<file path="src/rtl/div_iter.sv">
`default_nettype none
// ============================================================================
// Module   : div_iter
// Purpose  : Iterative radix-2 restoring divider for the RISC-V M extension
//            (DIV, DIVU, REM, REMU). One quotient bit is produced per cycle,
//            followed by a single sign / special-case fix-up cycle and a
//            one-cycle ready pulse.
// Revision : 1.0 - initial release
// ----------------------------------------------------------------------------
// Parameters
//   XLEN    operand / result width (power of two, >= 8), default 32
// Ports
//   CLK     in   1     clock, rising edge
//   RST     in   1     synchronous active-high reset
//   START   in   1     request, sampled only while idle
//   KILL    in   1     flush; aborts an operation in progress
//   OP      in   2     00=DIV 01=DIVU 10=REM 11=REMU
//   RS1     in   XLEN  dividend
//   RS2     in   XLEN  divisor
//   BUSY    out  1     operation in progress (CALC or FIX)
//   RDY     out  1     one-cycle pulse, RESULT valid
//   RESULT  out  XLEN  quotient or remainder, held until next completion
// Build option
//   DIV_FAST_EN  when defined, divide-by-zero and signed overflow skip the
//                iterative phase and go straight to the fix-up cycle.
// ============================================================================
module div_iter #(
   parameter int XLEN = 32
) (
   input  logic            CLK,
   input  logic            RST,
   input  logic            START,
   input  logic            KILL,
   input  logic [1:0]      OP,
   input  logic [XLEN-1:0] RS1,
   input  logic [XLEN-1:0] RS2,
   output logic            BUSY,
   output logic            RDY,
   output logic [XLEN-1:0] RESULT
);

   localparam int              CNT_W    = $clog2(XLEN);
   localparam logic [XLEN-1:0] MOST_NEG = {1'b1, {(XLEN-1){1'b0}}};

   typedef enum logic [1:0] {
      IDLE = 2'd0,
      CALC = 2'd1,
      FIX  = 2'd2,
      DONE = 2'd3
   } state_t;

   state_t state;
   state_t state_next;

   // -------------------------------------------------------------------------
   // Operand decode in IDLE
   // -------------------------------------------------------------------------
   logic            signed_op;
   logic            rs1_neg;
   logic            rs2_neg;
   logic [XLEN-1:0] rs1_mag;
   logic [XLEN-1:0] rs2_mag;
   logic            div0_in;
   logic            ovf_in;
   logic            accept;

   always_comb begin
      signed_op = ~OP[0];
      rs1_neg   = signed_op & RS1[XLEN-1];
      rs2_neg   = signed_op & RS2[XLEN-1];
      // The most-negative value negates to itself, which is its correct
      // magnitude when read as unsigned.
      rs1_mag   = rs1_neg ? -RS1 : RS1;
      rs2_mag   = rs2_neg ? -RS2 : RS2;
      div0_in   = (RS2 == '0);
      ovf_in    = signed_op && (RS1 == MOST_NEG) && (RS2 == '1);
      accept    = (state == IDLE) && START && !KILL;
   end

   // -------------------------------------------------------------------------
   // Datapath registers
   // -------------------------------------------------------------------------
   logic [CNT_W-1:0] cnt;
   logic [XLEN-1:0]  quo;
   logic [XLEN-1:0]  rem;
   logic [XLEN-1:0]  divisor;
   logic [XLEN-1:0]  rs1_orig;
   logic             rem_sel;
   logic             dsign;
   logic             qsign;
   logic             div0;
   logic             ovf;

   // -------------------------------------------------------------------------
   // One restoring step. The shifted partial remainder can need XLEN+1 bits
   // (unsigned divisors above 2^(XLEN-1)), so the trial subtraction is done
   // at that width and its MSB is the borrow.
   // -------------------------------------------------------------------------
   logic [XLEN:0]   shifted;
   logic [XLEN:0]   trial;
   logic            trial_ok;
   logic [XLEN-1:0] rem_step;
   logic [XLEN-1:0] quo_step;

   always_comb begin
      shifted  = {rem, quo[XLEN-1]};
      trial    = shifted - {1'b0, divisor};
      trial_ok = ~trial[XLEN];
      rem_step = trial_ok ? trial[XLEN-1:0] : shifted[XLEN-1:0];
      quo_step = {quo[XLEN-2:0], trial_ok};
   end

   // -------------------------------------------------------------------------
   // Fix-up: restore signs, then apply the architectural special cases,
   // which take priority over whatever the iteration produced.
   // -------------------------------------------------------------------------
   logic [XLEN-1:0] quo_fix;
   logic [XLEN-1:0] rem_fix;
   logic [XLEN-1:0] fix_result;

   always_comb begin
      quo_fix = qsign ? -quo : quo;
      rem_fix = dsign ? -rem : rem;
      if (div0) begin
         quo_fix = '1;
         rem_fix = rs1_orig;
      end else if (ovf) begin
         quo_fix = rs1_orig;
         rem_fix = '0;
      end
      fix_result = rem_sel ? rem_fix : quo_fix;
   end

   // -------------------------------------------------------------------------
   // FSM: state register
   // -------------------------------------------------------------------------
   always_ff @(posedge CLK) begin
      if (RST) begin
         state <= IDLE;
      end else begin
         state <= state_next;
      end
   end

   // -------------------------------------------------------------------------
   // FSM: next state and outputs
   // -------------------------------------------------------------------------
   always_comb begin
      state_next = state;
      BUSY       = 1'b0;
      RDY        = 1'b0;
      case (state)
         IDLE: begin
            if (accept) begin
`ifdef DIV_FAST_EN
               state_next = (div0_in || ovf_in) ? FIX : CALC;
`else
               state_next = CALC;
`endif
            end
         end
         CALC: begin
            BUSY = 1'b1;
            if (KILL) begin
               state_next = IDLE;
            end else if (cnt == '0) begin
               state_next = FIX;
            end
         end
         FIX: begin
            BUSY       = 1'b1;
            state_next = KILL ? IDLE : DONE;
         end
         DONE: begin
            // A kill arriving here is too late to suppress the pulse.
            RDY        = 1'b1;
            state_next = IDLE;
         end
         default: begin
            state_next = IDLE;
         end
      endcase
   end

   // -------------------------------------------------------------------------
   // Datapath update
   // -------------------------------------------------------------------------
   always_ff @(posedge CLK) begin
      if (RST) begin
         cnt      <= '0;
         quo      <= '0;
         rem      <= '0;
         divisor  <= '0;
         rs1_orig <= '0;
         rem_sel  <= 1'b0;
         dsign    <= 1'b0;
         qsign    <= 1'b0;
         div0     <= 1'b0;
         ovf      <= 1'b0;
         RESULT   <= '0;
      end else begin
         case (state)
            IDLE: begin
               if (accept) begin
                  cnt      <= CNT_W'(XLEN - 1);
                  quo      <= rs1_mag;
                  rem      <= '0;
                  divisor  <= rs2_mag;
                  rs1_orig <= RS1;
                  rem_sel  <= OP[1];
                  dsign    <= rs1_neg;
                  qsign    <= rs1_neg ^ rs2_neg;
                  div0     <= div0_in;
                  ovf      <= ovf_in;
               end
            end
            CALC: begin
               quo <= quo_step;
               rem <= rem_step;
               cnt <= cnt - CNT_W'(1);
            end
            FIX: begin
               // A killed operation leaves the previous result visible.
               if (!KILL) begin
                  RESULT <= fix_result;
               end
            end
            default: begin
            end
         endcase
      end
   end

endmodule
`default_nettype wire
</file>
<file path="config.mk">
export PLATFORM = sky130hd
export DESIGN_NAME = div_iter
export DESIGN_NICKNAME = d
export VERILOG_FILES = /design/src/rtl/div_iter.sv
export SDC_FILE = /design/constraint.sdc
export NUM_CORES = 1
export LEC_CHECK = 0
export ABC_AREA = 1
export BUFFER_PORTS_ARGS = -buffer_cell sky130_fd_sc_hd__buf_2
export CAP_MARGIN = 15
export CORE_ASPECT_RATIO = 0.9
export CORE_MARGIN = 1.5
export CORE_UTILIZATION = 60
export DETAILED_ROUTE_END_ITERATION = 7
export PLACE_DENSITY = 0.88
export SYNTH_ARGS = -nofsm -noshare
export SYNTH_HDL_FRONTEND = slang
export SYNTH_SLANG_ARGS = --single-unit
</file>
<file path="constraint.sdc">
create_clock -name CLK -period 3.12 [get_ports CLK]
set_clock_uncertainty 0.1 [all_clocks]
set_input_delay 0 -clock CLK [delete_from_list [all_inputs] [get_ports CLK]]
set_output_delay 0 -clock CLK [all_outputs]
set_load 0.03 [all_outputs]
</file>
=== Word-level counts from Yosys, hierarchy flattened ===
Cells that the tools add are included.

* Reductions and logical operators: 14
* Mux-type cells: 23
* Add/sub/neg operators: 6
* Equality and inequality tests: 7
* Bitwise gates (word level): 6

{| class="wikitable"
|+ Operator list
! kind !! number
|-
| 32-bit 2-to-1 mux || 12
|-
| 32-bit negation || 4
|-
| 32-bit one-hot mux with 2 select lines || 2
|-
| 32-bit == test, second input constant || 2
|-
| 33-bit by 32-bit subtractor with 33-bit output || 1
|-
| 32-bit zero test || 1
|-
| 5-bit one-hot mux with 2 select lines || 1
|-
| 2-bit 2-to-1 mux || 4
|-
| 2-bit one-hot mux with 4 select lines || 1
|-
| 2-bit AND reduction || 4
|-
| 5-bit zero test || 1
|-
| 5-bit 2-to-1 mux || 1
|-
| 5-bit by 1-bit subtractor with 5-bit output, second input constant || 1
|-
| 2-bit == test, second input constant || 2
|-
| 1-bit logical AND || 4
|-
| 3-bit != test, second input constant || 1
|-
| 1-bit inverter || 3
|-
| 1-bit bitwise AND || 2
|-
| 2-bit by 1-bit == test with 1-bit output, second input constant || 1
|-
| 2-bit zero test || 1
|-
| 1-bit 2-to-1 mux || 2
|-
| 2-bit != test, second input constant || 1
|-
| 2-bit nonzero test || 1
|-
| 2-bit OR reduction || 1
|-
| 2 further kinds || 2
|}

* Output and inout bits: 34
* Flip-flop bits (word level): 172

=== Longest topological paths before layout ===
* Word-level depth: 5
* Depth in mapped cells: 18
* Depth with buffers taken out: 17

=== Least setup slack after synthesis ===
Ideal clock, no wire load.

* Kind: register to register
* From: reg quo[31]
* To: reg rem[27]
* Data arrival time: 2.088 ns
* Library setup time: 0.140 ns
* Buffers on the path: 1
* Stages on the path, launching flop included: 19
* Setup slack: 0.791 ns
* Period minus slack after synthesis: 2.329 ns
* Cells stage by stage: dfxtp_1 > inv_1 > ha_1 > fa_1 > inv_1 > nand2_1 > nand2_1 > nand3_2 > nand2_4 > nand2_4 > nand2_4 > nand2_4 > nand2_4 > nand2_8 > nand2_8 > buf_6 > nand2_2 > nand3_2 > a21oi_2

* Longest elaborated chain between the ends: 3

{| class="wikitable"
|+ RTL lines
! what !! RTL line !! RTL
|-
| start: declaration || 84 || <nowiki>logic [XLEN-1:0] quo;</nowiki>
|-
| start signal: assignment || 206 || <nowiki>quo <= rs1_mag;</nowiki>
|-
| start signal: assignment || 218 || <nowiki>quo <= quo_step;</nowiki>
|-
| 33-bit by 32-bit subtractor with 33-bit output || 107 || <nowiki>trial = shifted - {1'b0, divisor};</nowiki>
|-
| 32-bit 2-to-1 mux || 109 || <nowiki>rem_step = trial_ok ? trial[XLEN-1:0] : shifted[XLEN-1:0];</nowiki>
|-
| 32-bit one-hot mux with 2 select lines || 202 || <nowiki>case (state)</nowiki>
|-
| end signal: assignment || 219 || <nowiki>rem <= rem_step;</nowiki>
|-
| end: declaration || 85 || <nowiki>logic [XLEN-1:0] rem;</nowiki>
|}

Every way passes these cells.
A chain may end at the register's enable or synchronous reset.

=== Worst setup path after layout ===
* From: reg state[1]
* To: reg div0

* Longest elaborated chain between the ends: 4

{| class="wikitable"
|+ RTL lines
! what !! RTL line !! RTL
|-
| start: declaration || 52 || <nowiki>state_t state;</nowiki>
|-
| start signal: assignment || 141 || <nowiki>state <= state_next;</nowiki>
|-
| 2-bit zero test * || 77, 202 ||
|-
| 1-bit logical AND (2 in series) || 77 || <nowiki>accept = (state == IDLE) && START && !KILL;</nowiki>
|-
| 2-bit AND reduction (no line) * || - ||
|-
| end signal: assignment || 213 || <nowiki>div0 <= div0_in;</nowiki>
|-
| end: declaration || 91 || <nowiki>logic div0;</nowiki>
|}

Mark *: on every way between the ends. The rest lies on a longest branch, timed or not.

==> impl_metrics.ini <==
[sta]
rsz0062_at_grt = false
min_period_over_period_pct = 88.3
finalHoldViolCount = 0
relSlewSlack_pct = 43.2
drv_slew = 0
period_needed_ns = 2.75
setup_violations = 0
fmaxAchievable_mhz = 363
fin_hold_ws_ns = 0.0801
setup_tns_ns = 0
tightest_slew_ns = 0.851
fin_ws_ns = 0.366

[die]
die_area_mm2 = 0.0247
rows = 53
die_h_um = 149
core_area_mm2 = 0.0233
die_x_um = 165
io_pins = 104
initial_utilization_pct = 61.1

[synthesis]
synthesis.nets = 2541
syn_avg_cell_area_um2 = 5.88
synth_top_area_cell = dfxtp_1
synth.area.top_cells = dfxtp_1 (24%), nand2_1 (17%), a21oi_1 (9.0%), inv_1 (8.8%), nand3_1 (8.6%)
synth_seq_cells = 172
syn_area_mm2 = 0.0143
yosysWarnings = 0
synth_flop_cell = dfxtp_1
synth_edf_count = 0
synthArstFlopShare_pct = 0
synth_seq_area_share_pct = 24.2
synth_cell_type_count = 50
synth_top_area_share_pct = 24.2
synth_cells = 2426

[final_layout]
syn2layout_area_growth_pct = 13.5
multi_input_area_mm2 = 0.00908
nets = 2658
diodes = 0
final_layout_size_suffix_gt1_share_pct = 10.8
regArea_mm2 = 0.00344
fillCellCount = 2139

[pwr]
vdd_drop_max_mv = 0.784
totalPowerFinal_mw = 13.6
p_seq_share_pct = 22.3
pwr-share-clk_pct = 15.1
swShare_pct = 54.6
power_frac_comb_pct = 62.6
p_leak_nw = 7.93
power_density_mw_per_mm2 = 843
intPower_mw = 6.19
switchingPower_mw = 7.45

[clocking]
htreeDepth = 4
clockBufferDepth = 2
cts_buffers = 17
cts-resized-gates = 0
clkLatencyLatePin_ns = 0.45
postCtsSetupBuffers = 0
clock-sinks = 172
cts-root-buf = clkbuf_16
cts_tree = done
cts_hold_repair.buffers = 70
clkTransAtPathRegs_ns = 0.07

[place]
dp_hpwl_um = 39100
pre_cts_ws_ns = 0.434
gp_congestion = 0.995
io_buffers = 103

[drt]
drt_pass1_iterations = 7
vias = 17100
vias_per_cell = 5.97
drt_iter0_drc = 2309
wirelength_um = 52900
routedWlPerCell_um = 18.5
ant_nets = 0
post-route-drc-count = 0

[critical_path]
required_ns = 3.39
critPathKind = reg -> reg
endpoint_kind = flop
cp.arrival_ns = 3.03
cp-start-kind = flop
path_max_fanout = 80

[global_route]
use_met2_pct = 62.4
grt_use_met1_pct = 58.5
grt.total_usage_pct = 42.9
use_met3_pct = 15.8
grt_overflow = 0
grt_pass1_vias = 15400
antenna_found_initial = 0
grt_busiest_layer = met2
grt_max_degree = 81
grt_pass1_wl_um = 81400

[hold_path]
hp-class = in -> reg

[run]
drv_cap = 0

[outcome]
status = completed
final cells by class:
type                    instances  area share (%)
repair buffers                199            8.82
well taps                     302            2.34
clock inverters                12           0.681
multi-input cells            1806            56.1
inverters                     347            8.05
flip-flops and latches        172            21.3
clock buffers                  19            2.68
sequential cells by signal, indices dropped and copies added (netlist names):
name / cells
cnt: 5
RESULT: 32
rem: 32
div0: 1
quo: 32
dsign: 1
rem_sel: 1
qsign: 1
ovf: 1
state: 2
rs1_orig: 32
divisor: 32
logic make-up after synthesis:
family                     Yosys count  synth area share (%)
and+or+nand+nor                   1218                  37.9
AOI/OAI and AO/OA                  509                  19.6
buffers and inverters              448                  12.2
DFF                                172                  24.2
adders and majority gates           45                  4.00
xor gates and xnor gates            34                  2.09
worst max-delay path, stage by stage (launching register included):
cell and delay [ns]:
dfxtp_1 0.34, inv_1 0.14, ha_1 0.25, nand3_2 0.16
inv_2 0.10, buf_4 0.60, nand4_1 0.21, dlygate4sd3_1 0.64
a21oi_1 0.12
routing by layer:
layer	part of all wire [%]	up-vias
li1	-	8128
met1	41	7730
met2	41	1070
met3	15	134
met4	2.7	2
met5	0.055	-
cell usage in the layout, fill, tap and decap left out, types with 6 or more instances in the layout:
cell / n
nor2_2: 6
nor3_1: 24
clkbuf_16: 17
nand3_2: 23
inv_2: 12
o211ai_1: 19
nand2_2: 30
a21oi_1: 257
ha_1: 44
nand4_1: 28
nand3_1: 244
xor2_1: 24
o221ai_1: 8
buf_2: 102
xnor2_1: 10
dfxtp_1: 172
nand2_1: 646
buf_4: 26
a21oi_2: 22
o21ai_0: 173
inv_1: 333
dlygate4sd3_1: 70
nor2_1: 175
nand2_4: 6
nand3b_1: 14
final timing paths:
check	startpoint	end	slack [ns]	depth (start not counted)
min	RS1[22]	rs1_orig[22]	0.08	3
max	state[1]	div0	0.37	8
min reg2reg	RESULT[4]	RESULT[4]	0.36	2
max reg2reg	state[1]	div0	0.37	8
metrics by stage:
step | instance area [um^2] | util, % | std cells
after detailed placement | 14900 | 64.0 | 2756
after floorplan | 14300 | - | 2426
after CTS | 16200 | 69.3 | 2857
after global placement | 14900 | 64.0 | 2756
after global routing | 16200 | 69.3 | 2857
final | 16200 | 69.3 | 2857
Yosys cell counts (12+ instances only):
master / instances
nor3_1: 24
dfxtp_1: 172
buf_1: 12
o21ai_0: 173
nand3_1: 245
xor2_1: 24
a21oi_1: 257
a21oi_2: 22
o211ai_1: 19
nor2_1: 176
nand2_2: 30
inv_1: 334
nand3_2: 22
nand4_1: 28
clkbuf_1: 74
ha_1: 44
nand3b_1: 14
nand2_1: 646
power groups by stage:
stage | registers [mW] | clock network [mW] | logic [mW]
after CTS | 3.00 | 2.05 | 8.22
after global placement | 3.02 | 0 | 7.97
final | 3.04 | 2.06 | 8.54
after detailed placement | 3.04 | 0 | 8.08
after floorplan | 2.94 | 0 | 6.14
after global routing | 3.06 | 2.13 | 9.36
(Power assumes the default switching activity.)
